**src/rtl/uart_framer.sv**
```systemverilog
// uart_framer: turns one group of three 16-bit upstream samples into a UART
// frame of HEADER followed by the six sample bytes (MSB byte first). Each
// byte is sent as 8N1, LSB first, with every bit held CLK_FREQ/BAUD cycles.
// Optional feature macro: UART_FRAMER_CHECKSUM_EN appends an eighth byte
// that is the XOR of the seven preceding bytes, header included.
module uart_framer #(
    parameter int          CLK_FREQ   = 27000000,
    parameter int          BAUD       = 115200,
    parameter int          FETCH_WAIT = 4,
    parameter logic [7:0]  HEADER     = 8'hA5
) (
    input  logic        clk,
    input  logic        rst_n,
    input  logic        begin_acq,
    input  logic        BRAM_empty,
    input  logic [15:0] data_in_1,
    input  logic [15:0] data_in_2,
    input  logic [15:0] data_in_3,
    output logic        rd_clk,
    output logic        tx,
    output logic        busy,
    output logic [15:0] frames_sent
);

    localparam int DIV = CLK_FREQ / BAUD;
    localparam int BW  = $clog2(DIV);
    localparam int FW  = $clog2(FETCH_WAIT + 1);
    localparam logic [BW-1:0] BAUD_LAST  = BW'(DIV - 1);
    localparam logic [FW-1:0] FETCH_LAST = FW'(FETCH_WAIT - 1);
`ifdef UART_FRAMER_CHECKSUM_EN
    localparam logic [2:0] LAST_BYTE = 3'd7;
`else
    localparam logic [2:0] LAST_BYTE = 3'd6;
`endif

    typedef enum logic [2:0] {
        IDLE, STROBE, FETCH, LOAD, START, DATA, STOP, NEXT
    } state_t;

    state_t        state_q, state_d;
    logic [BW-1:0] baud_q, baud_d;
    logic [2:0]    bit_q, bit_d;
    logic [FW-1:0] wait_q, wait_d;
    logic [2:0]    idx_q, idx_d;
    logic [7:0]    byte_q, byte_d;
    logic [47:0]   buf_q, buf_d;
    logic [15:0]   frames_q, frames_d;
    logic          tx_q, tx_d;
    logic          rd_clk_q, rd_clk_d;
    logic          busy_q, busy_d;
    logic [7:0]    cur_byte;

    // Byte selected for transmission by the current frame position.
    always_comb begin
        cur_byte = HEADER;
        case (idx_q)
            3'd1:    cur_byte = buf_q[47:40];
            3'd2:    cur_byte = buf_q[39:32];
            3'd3:    cur_byte = buf_q[31:24];
            3'd4:    cur_byte = buf_q[23:16];
            3'd5:    cur_byte = buf_q[15:8];
            3'd6:    cur_byte = buf_q[7:0];
`ifdef UART_FRAMER_CHECKSUM_EN
            3'd7:    cur_byte = HEADER ^ buf_q[47:40] ^ buf_q[39:32] ^ buf_q[31:24]
                                       ^ buf_q[23:16] ^ buf_q[15:8]  ^ buf_q[7:0];
`endif
            default: cur_byte = HEADER;
        endcase
    end

    // Next-state logic; outputs are derived from the next state so they are registered.
    always_comb begin
        state_d  = state_q;
        baud_d   = baud_q;
        bit_d    = bit_q;
        wait_d   = wait_q;
        idx_d    = idx_q;
        byte_d   = byte_q;
        buf_d    = buf_q;
        frames_d = frames_q;
        case (state_q)
            IDLE: begin
                idx_d  = 3'd0;
                wait_d = '0;
                if (begin_acq && !BRAM_empty) state_d = STROBE;
            end
            STROBE: begin
                wait_d  = '0;
                state_d = FETCH;
            end
            FETCH: begin
                if (wait_q == FETCH_LAST) begin
                    buf_d   = {data_in_1, data_in_2, data_in_3};
                    state_d = LOAD;
                end else begin
                    wait_d = wait_q + 1'b1;
                end
            end
            LOAD: begin
                byte_d  = cur_byte;
                baud_d  = '0;
                bit_d   = 3'd0;
                state_d = START;
            end
            START: begin
                if (baud_q == BAUD_LAST) begin
                    baud_d  = '0;
                    state_d = DATA;
                end else begin
                    baud_d = baud_q + 1'b1;
                end
            end
            DATA: begin
                if (baud_q == BAUD_LAST) begin
                    baud_d = '0;
                    if (bit_q == 3'd7) state_d = STOP;
                    else               bit_d   = bit_q + 1'b1;
                end else begin
                    baud_d = baud_q + 1'b1;
                end
            end
            STOP: begin
                if (baud_q == BAUD_LAST) begin
                    baud_d  = '0;
                    state_d = NEXT;
                end else begin
                    baud_d = baud_q + 1'b1;
                end
            end
            NEXT: begin
                if (idx_q == LAST_BYTE) begin
                    frames_d = frames_q + 16'd1;
                    state_d  = IDLE;
                end else begin
                    idx_d   = idx_q + 3'd1;
                    state_d = LOAD;
                end
            end
            default: state_d = IDLE;
        endcase

        tx_d = 1'b1;
        if (state_d == START)     tx_d = 1'b0;
        else if (state_d == DATA) tx_d = byte_d[bit_d];
        rd_clk_d = (state_d == STROBE);
        busy_d   = (state_d != IDLE);
    end

    // State and datapath registers; reset forces the line idle immediately.
    always_ff @(posedge clk or negedge rst_n) begin
        if (!rst_n) begin
            state_q  <= IDLE;
            baud_q   <= '0;
            bit_q    <= 3'd0;
            wait_q   <= '0;
            idx_q    <= 3'd0;
            byte_q   <= 8'd0;
            buf_q    <= 48'd0;
            frames_q <= 16'd0;
            tx_q     <= 1'b1;
            rd_clk_q <= 1'b0;
            busy_q   <= 1'b0;
        end else begin
            state_q  <= state_d;
            baud_q   <= baud_d;
            bit_q    <= bit_d;
            wait_q   <= wait_d;
            idx_q    <= idx_d;
            byte_q   <= byte_d;
            buf_q    <= buf_d;
            frames_q <= frames_d;
            tx_q     <= tx_d;
            rd_clk_q <= rd_clk_d;
            busy_q   <= busy_d;
        end
    end

    assign tx          = tx_q;
    assign rd_clk      = rd_clk_q;
    assign busy        = busy_q;
    assign frames_sent = frames_q;

endmodule

```
**config.mk**
```make
export PLATFORM = sky130hd
export DESIGN_NAME = uart_framer
export DESIGN_NICKNAME = d
export VERILOG_FILES = /design/src/rtl/uart_framer.sv
export SDC_FILE = /design/constraint.sdc
export NUM_CORES = 1
export LEC_CHECK = 0
export CAP_MARGIN = 5
export CORE_ASPECT_RATIO = 1.4
export CORE_MARGIN = 5
export CORE_UTILIZATION = 54
export DETAILED_ROUTE_END_ITERATION = 16
export PLACE_DENSITY = 0.82
export SYNTH_ARGS = -nofsm -noshare
export SYNTH_HDL_FRONTEND = slang
export SYNTH_SLANG_ARGS = --single-unit
```
**constraint.sdc**
```tcl
create_clock -name clk -period 2.81 [get_ports clk]
set_clock_uncertainty 0.15 [all_clocks]
set_input_delay 0.4215 -clock clk [delete_from_list [all_inputs] [get_ports clk]]
set_output_delay 0.4215 -clock clk [all_outputs]
set_load 0.05 [all_outputs]
```
; ---- After elaboration in Yosys (flattened, before gate mapping)
; Cells that the tools add are included.
[totals]
register_bits = 95
input_bits = 52
output_inout_bits = 19
[classes]
add_sub_neg = 5
n_lt_le_gt_ge = 1
n_eq_ne = 21
mux = 23
reduce_logical = 13
[ops]
columns = op, count
row1 = case mux 8 bit (6 select lines), 1
row2 = == test 3 bit (second input constant), 10
row3 = two-way mux 3 bit, 10
row4 = case mux 3 bit (8 select lines), 1
row5 = case mux 3 bit (2 select lines), 3
row6 = adder 16 x 1 -> 16 bit (second input constant), 1
row7 = two-way mux 8 bit, 2
row8 = case mux 8 bit (2 select lines), 1
row9 = == test 3 x 2 -> 1 bit (second input constant), 5
row10 = adder 3 x 1 -> 3 bit (second input constant), 3
row11 = == test 3 x 1 -> 1 bit (second input constant), 3
row12 = adder 8 x 1 -> 8 bit (second input constant), 1
row13 = == test 8 bit (second input constant), 1
row14 = AND reduction 2 bit, 4
row15 = nonzero test 2 bit, 3
row16 = < comparator 3 x 4 -> 1 bit (second input constant), 1
row17 = inequality test 2 bit (second input constant), 2
row18 = binary-select mux 1 bit (select 3 bit), 1
row19 = logical NOT 3 bit, 1
row20 = two-way mux 1 bit, 3
row21 = nonzero test 3 bit, 1
row22 = OR reduction 3 bit, 1
row23 = two-way mux 2 bit, 1
row24 = OR reduction 2 bit, 1
row25 = other kinds (2), 2

; ---- Longest topological paths before layout
[depth]
depth_word = 8
ltp_mapped = 12
ltp_nobuf = 9

; ---- Worst setup path after synthesis
; No wires, ideal clock.
[synth_timing]
path_kind = register to register
from = register idx_q[2]
to = register tx_q, in the netlist tx
t_arrival_ps = 2310
required_time_ps = 2599
slack_ps = 289
path_stages_with_launch = 13
n_path_buf = 4
period_less_slack_ps = 2521
path_cell_list = dfrtp_1 -> buf_2 -> buf_4 -> buf_2 -> inv_1 -> ha_1 -> clkbuf_1 -> a2111oi_2 -> a21oi_1 -> a31oi_1 -> mux2i_1 -> nand3_1 -> a41o_1
[synth_via]
elab_chain_len = 7
word_cells_on_any_way = 16
[synth_rtl]
columns = element, line
row1 = from (decl), 44  ; logic [2:0] idx_q, idx_d;
row2 = from (signal assigned), 168  ; idx_q <= idx_d;
row3 = == test 3 bit (tied with other cells), 56  ; case (idx_q)
row4 = case mux 8 bit (6 select lines) (*), 56
row5 = two-way mux 8 bit (*), 81  ; case (state_q)
row6 = net byte_d[7], 45  ; logic [7:0] byte_q, byte_d;
row7 = binary-select mux 1 bit (select 3 bit) (*), 144  ; else if (state_d == DATA) tx_d = byte_d[bit_d];
row8 = two-way mux 1 bit (not written as such) (*), 144
row9 = two-way mux 1 bit (*), 144
row10 = two-way mux 1 bit (*), 143  ; if (state_d == START) tx_d = 1'b0;
row11 = net tx_d, 48  ; logic tx_q, tx_d;
row12 = to (signal assigned), 172  ; tx_q <= tx_d;
row13 = to (decl), 48
; Mark *: on every way through the listed nets, which the timed path passes. The rest lies on a longest branch. The select of a mux whose other input is x is not followed.
; A chain may end at the register's enable or synchronous reset.

; ---- Final worst setup path
[layout_timing]
from = register idx_q[0]
to = register tx_q, in the netlist tx
; The elaborated chain is that of the path after synthesis.

==> summary.txt <==
Synth
  – Post-Synthesis Cells: 383
  – Post-synth top area cell: dfrtp_1
  – Post-synth ARST share: 100%
  – Post-synth top area share: 52.0%
  – Synth Flop Type: dfrtp_1
  – Post-Syn Area: 4530 um2
  – Yosys cell types: 53
  – Dominant cells by area after synthesis: dfrtp_1 (52%), mux2_2 (14%), ha_1 (3.0%)
  – Sequential fraction of the synthesis area: 52.5%
  – YS warnings: 0
  – Avg Cell Area, Syn: 11.8 um2
  – Yosys reg bits: 95
  – Synthesized net count: 446
  – Post-synth EDFFs: 0

Global routing
  – Pin count of the biggest net entering global routing: 59
  – Vias in the first global route: 3408
  – Tot GR Track Use: 19.9%
  – First-pass GRT wire length: 16.1 mm
  – Initial antenna violation count: 0
  – Grt total ovfl: 0

Run
  – Max Cap Violations: 0

Die
  – Initial Utilization: 55.2%
  – Die ar.: 10300 um2
  – Die extent in x: 87.4 um
  – Die height: 118 um
  – Core area: 8200 um2
  – Row count: 39
  – Ports: 71

Cells and area
  – Commonest non-fill, non-tap cell in the layout: dfrtp_1
  – Most frequent cells in the layout: dfrtp_1 (94), clkdlybuf4s50_1 (69), mux2_2 (58)
  – Final instance area: 5650 um2
  – Final Non-Filler Cells: 559
  – Diodes inserted: 0
  – Nets@finish: 515
  – Share of cells above drive strength 1: 20.4%
  – Synthesis-to-finish area growth: 24.8%

Timing
  – Minimum period implied by the final worst setup slack: 2.51 ns
  – Worst slew pin tran: 0.692 ns
  – Final Cycle Share: 89.4%
  – Slew margin rel.: 53.7%
  – # setup viols final: 0
  – Final Hold Viols: 0
  – Unrepaired setup endpoints after global routing: false
  – F_max: 0.398 GHz
  – Setup TNS: 0 ns
  – Slew Viols, Final: 0
  – Worst Setup Slack, final: 0.297 ns

CTS
  – Clock sink total: 95
  – Postcts setup bufs: 0
  – Number of buffers created by CTS: 9
  – Reg clk slew, reported paths: 0.06 ns
  – CTS H-Tree Depth: 3
  – CTS tree: built
  – Cts repair resizes: 0
  – Clock Tree Root: clkbuf_16
  – Skew-Pair Late Insertion Delay: 0.35 ns
  – CTS max path bufs: 2
  – Hold_buf cts: 1

Placed design
  – Worst slack at placement: 0.358 ns
  – Placed insts: 542
  – Placement Cell Area: 5340 um2
  – Gpl congestion: 0.838
  – Hpwl dp: 6.91 mm
  – Port Buffer Count: 70

Route
  – # DRC: 0
  – Vias: 3243
  – Antenna Violating Nets Remaining: 0
  – Drt first pass iters: 4
  – Vias per std cell: 5.80
  – Wire per inst: 17.3 um
  – DRT iter0 DRCs: 193
  – Routed WL: 9.69 mm

Worst setup path
  – Startpoint types: flip-flop
  – Req. time, crit path: 2.95 ns
  – Crit-path slowest cell: a2111oi_2
  – Kind of critical path: flip-flop to flip-flop
  – CP cell instances: ha_1 > ha_1 > a2111oi_2 > a21oi_1 > a31oi_1 > mux2i_1 > nand3_1 > a41o_1
  – Worst-path maximum fanout: 9
  – Crit path DAT: 2.66 ns
  – Most common cell on crit path: ha_1
  – Max incr delay on CP: 0.56 ns
  – CP Capture Type: flip-flop

Pwr
  – Leak: 2.34 nW
  – Pwr dens: 492 nW/um2
  – Maximum vdd drop: 393 uV

Status
  – Run status: finished, final reports clean

Min path
  – Hold/Removal Path Class: flip-flop to flip-flop
==> routing by layer <==
metal  vias to the layer above  global-route usage (%)  part of all wire (%)
met4                         0                    11.1                   3.6
met5                         -                       0                     0
li1                       1535                       -                     -
met3                        25                    2.99                   4.8
met2                        86                    33.3                    52
met1                      1597                    23.9                    40
==> state kept, by name, indices dropped and copies added (netlist names) <==
signal / count
byte_q: 8
bit_q: 3
idx_q: 3
state_q: 3
buf_q: 48
wait_q: 3
baud_q: 8
frames_sent: 16
tx: 1
busy: 1
rd_clk: 1
==> synthesized netlist by cell type, types with 3 or more instances <==
master	instances
ha_1	11
buf_2	6
xor2_1	4
a31oi_1	13
nor2_1	19
nand2b_1	4
mux2i_1	6
xnor2_1	13
a222oi_1	5
nand2_1	19
inv_1	13
clkbuf_1	10
o21ai_0	19
buf_4	3
a21oi_1	14
nand4_1	3
nand3_1	18
a22o_1	4
mux2_2	58
dfrtp_1	94
and3_1	8
==> worst paths after layout <==
path                                      start              end  slack [ns]  cells past startpoint
worst max-delay path                   idx_q[0]               tx        0.30                      8
max in group asynchronous                 rst_n               tx        1.37                      3
worst max register to register         idx_q[0]               tx        0.30                      8
min in group asynchronous                 rst_n        baud_q[5]        0.43                      2
worst min register to register  frames_sent[15]  frames_sent[15]        0.34                      1
worst min-delay path            frames_sent[15]  frames_sent[15]        0.34                      1
==> power by group <==
part | internal [mW] | leakage [nW] | switching [mW]
combinational | 0.0966 | 1.04 | 0.0501
sequential | 1.40 | 1.15 | 0.0196
clock | 0.696 | 0.145 | 0.512
total | 2.20 | 2.34 | 0.582
==> critical path, delay by kind of cell, from the launching register on <==
family                     cells  cell delay, ns
and+or+nand+nor                1            0.11
muxes                          1            0.10
adders and majority gates      2            0.57
DFF                            1            0.44
AOI/OAI and AO/OA              4            1.08
==> per-stage QoR <==
step / hold slack [ns] / utilization (%) / power [mW]
2_1_floorplan: -0.0241 / - / 1.48
3_3_place_gp: 0.270 / 65.2 / 1.59
3_5_place_dp: 0.275 / 65.2 / 1.60
4_1_cts: 0.341 / 68.9 / 2.79
5_1_grt: 0.366 / 68.9 / 2.86
6_report: 0.339 / 68.9 / 2.78
==> cells by family after synthesis <==
| group | count (synthesis) | share of synthesized area [%] |
|---|---|---|
| flops | 95 | 52.5 |
| simple gates | 86 | 10.7 |
| compound gates | 77 | 11.5 |
| mux | 64 | 15.8 |
| buf+inv | 33 | 3.15 |
| xor+xnor | 17 | 3.29 |
| fa+ha+maj | 11 | 3.04 |
==> cell type report <==
type                    count  area [um2]
repair buffers             78         786
multi-input cells         255        2010
well taps                 102         128
inverters                  13        48.8
flip-flops and latches     95        2380
clock inverters             2        12.5
clock buffers              14         284
fillers                   619        2550
No activity file was read; power rests on OpenSTA's default activity.
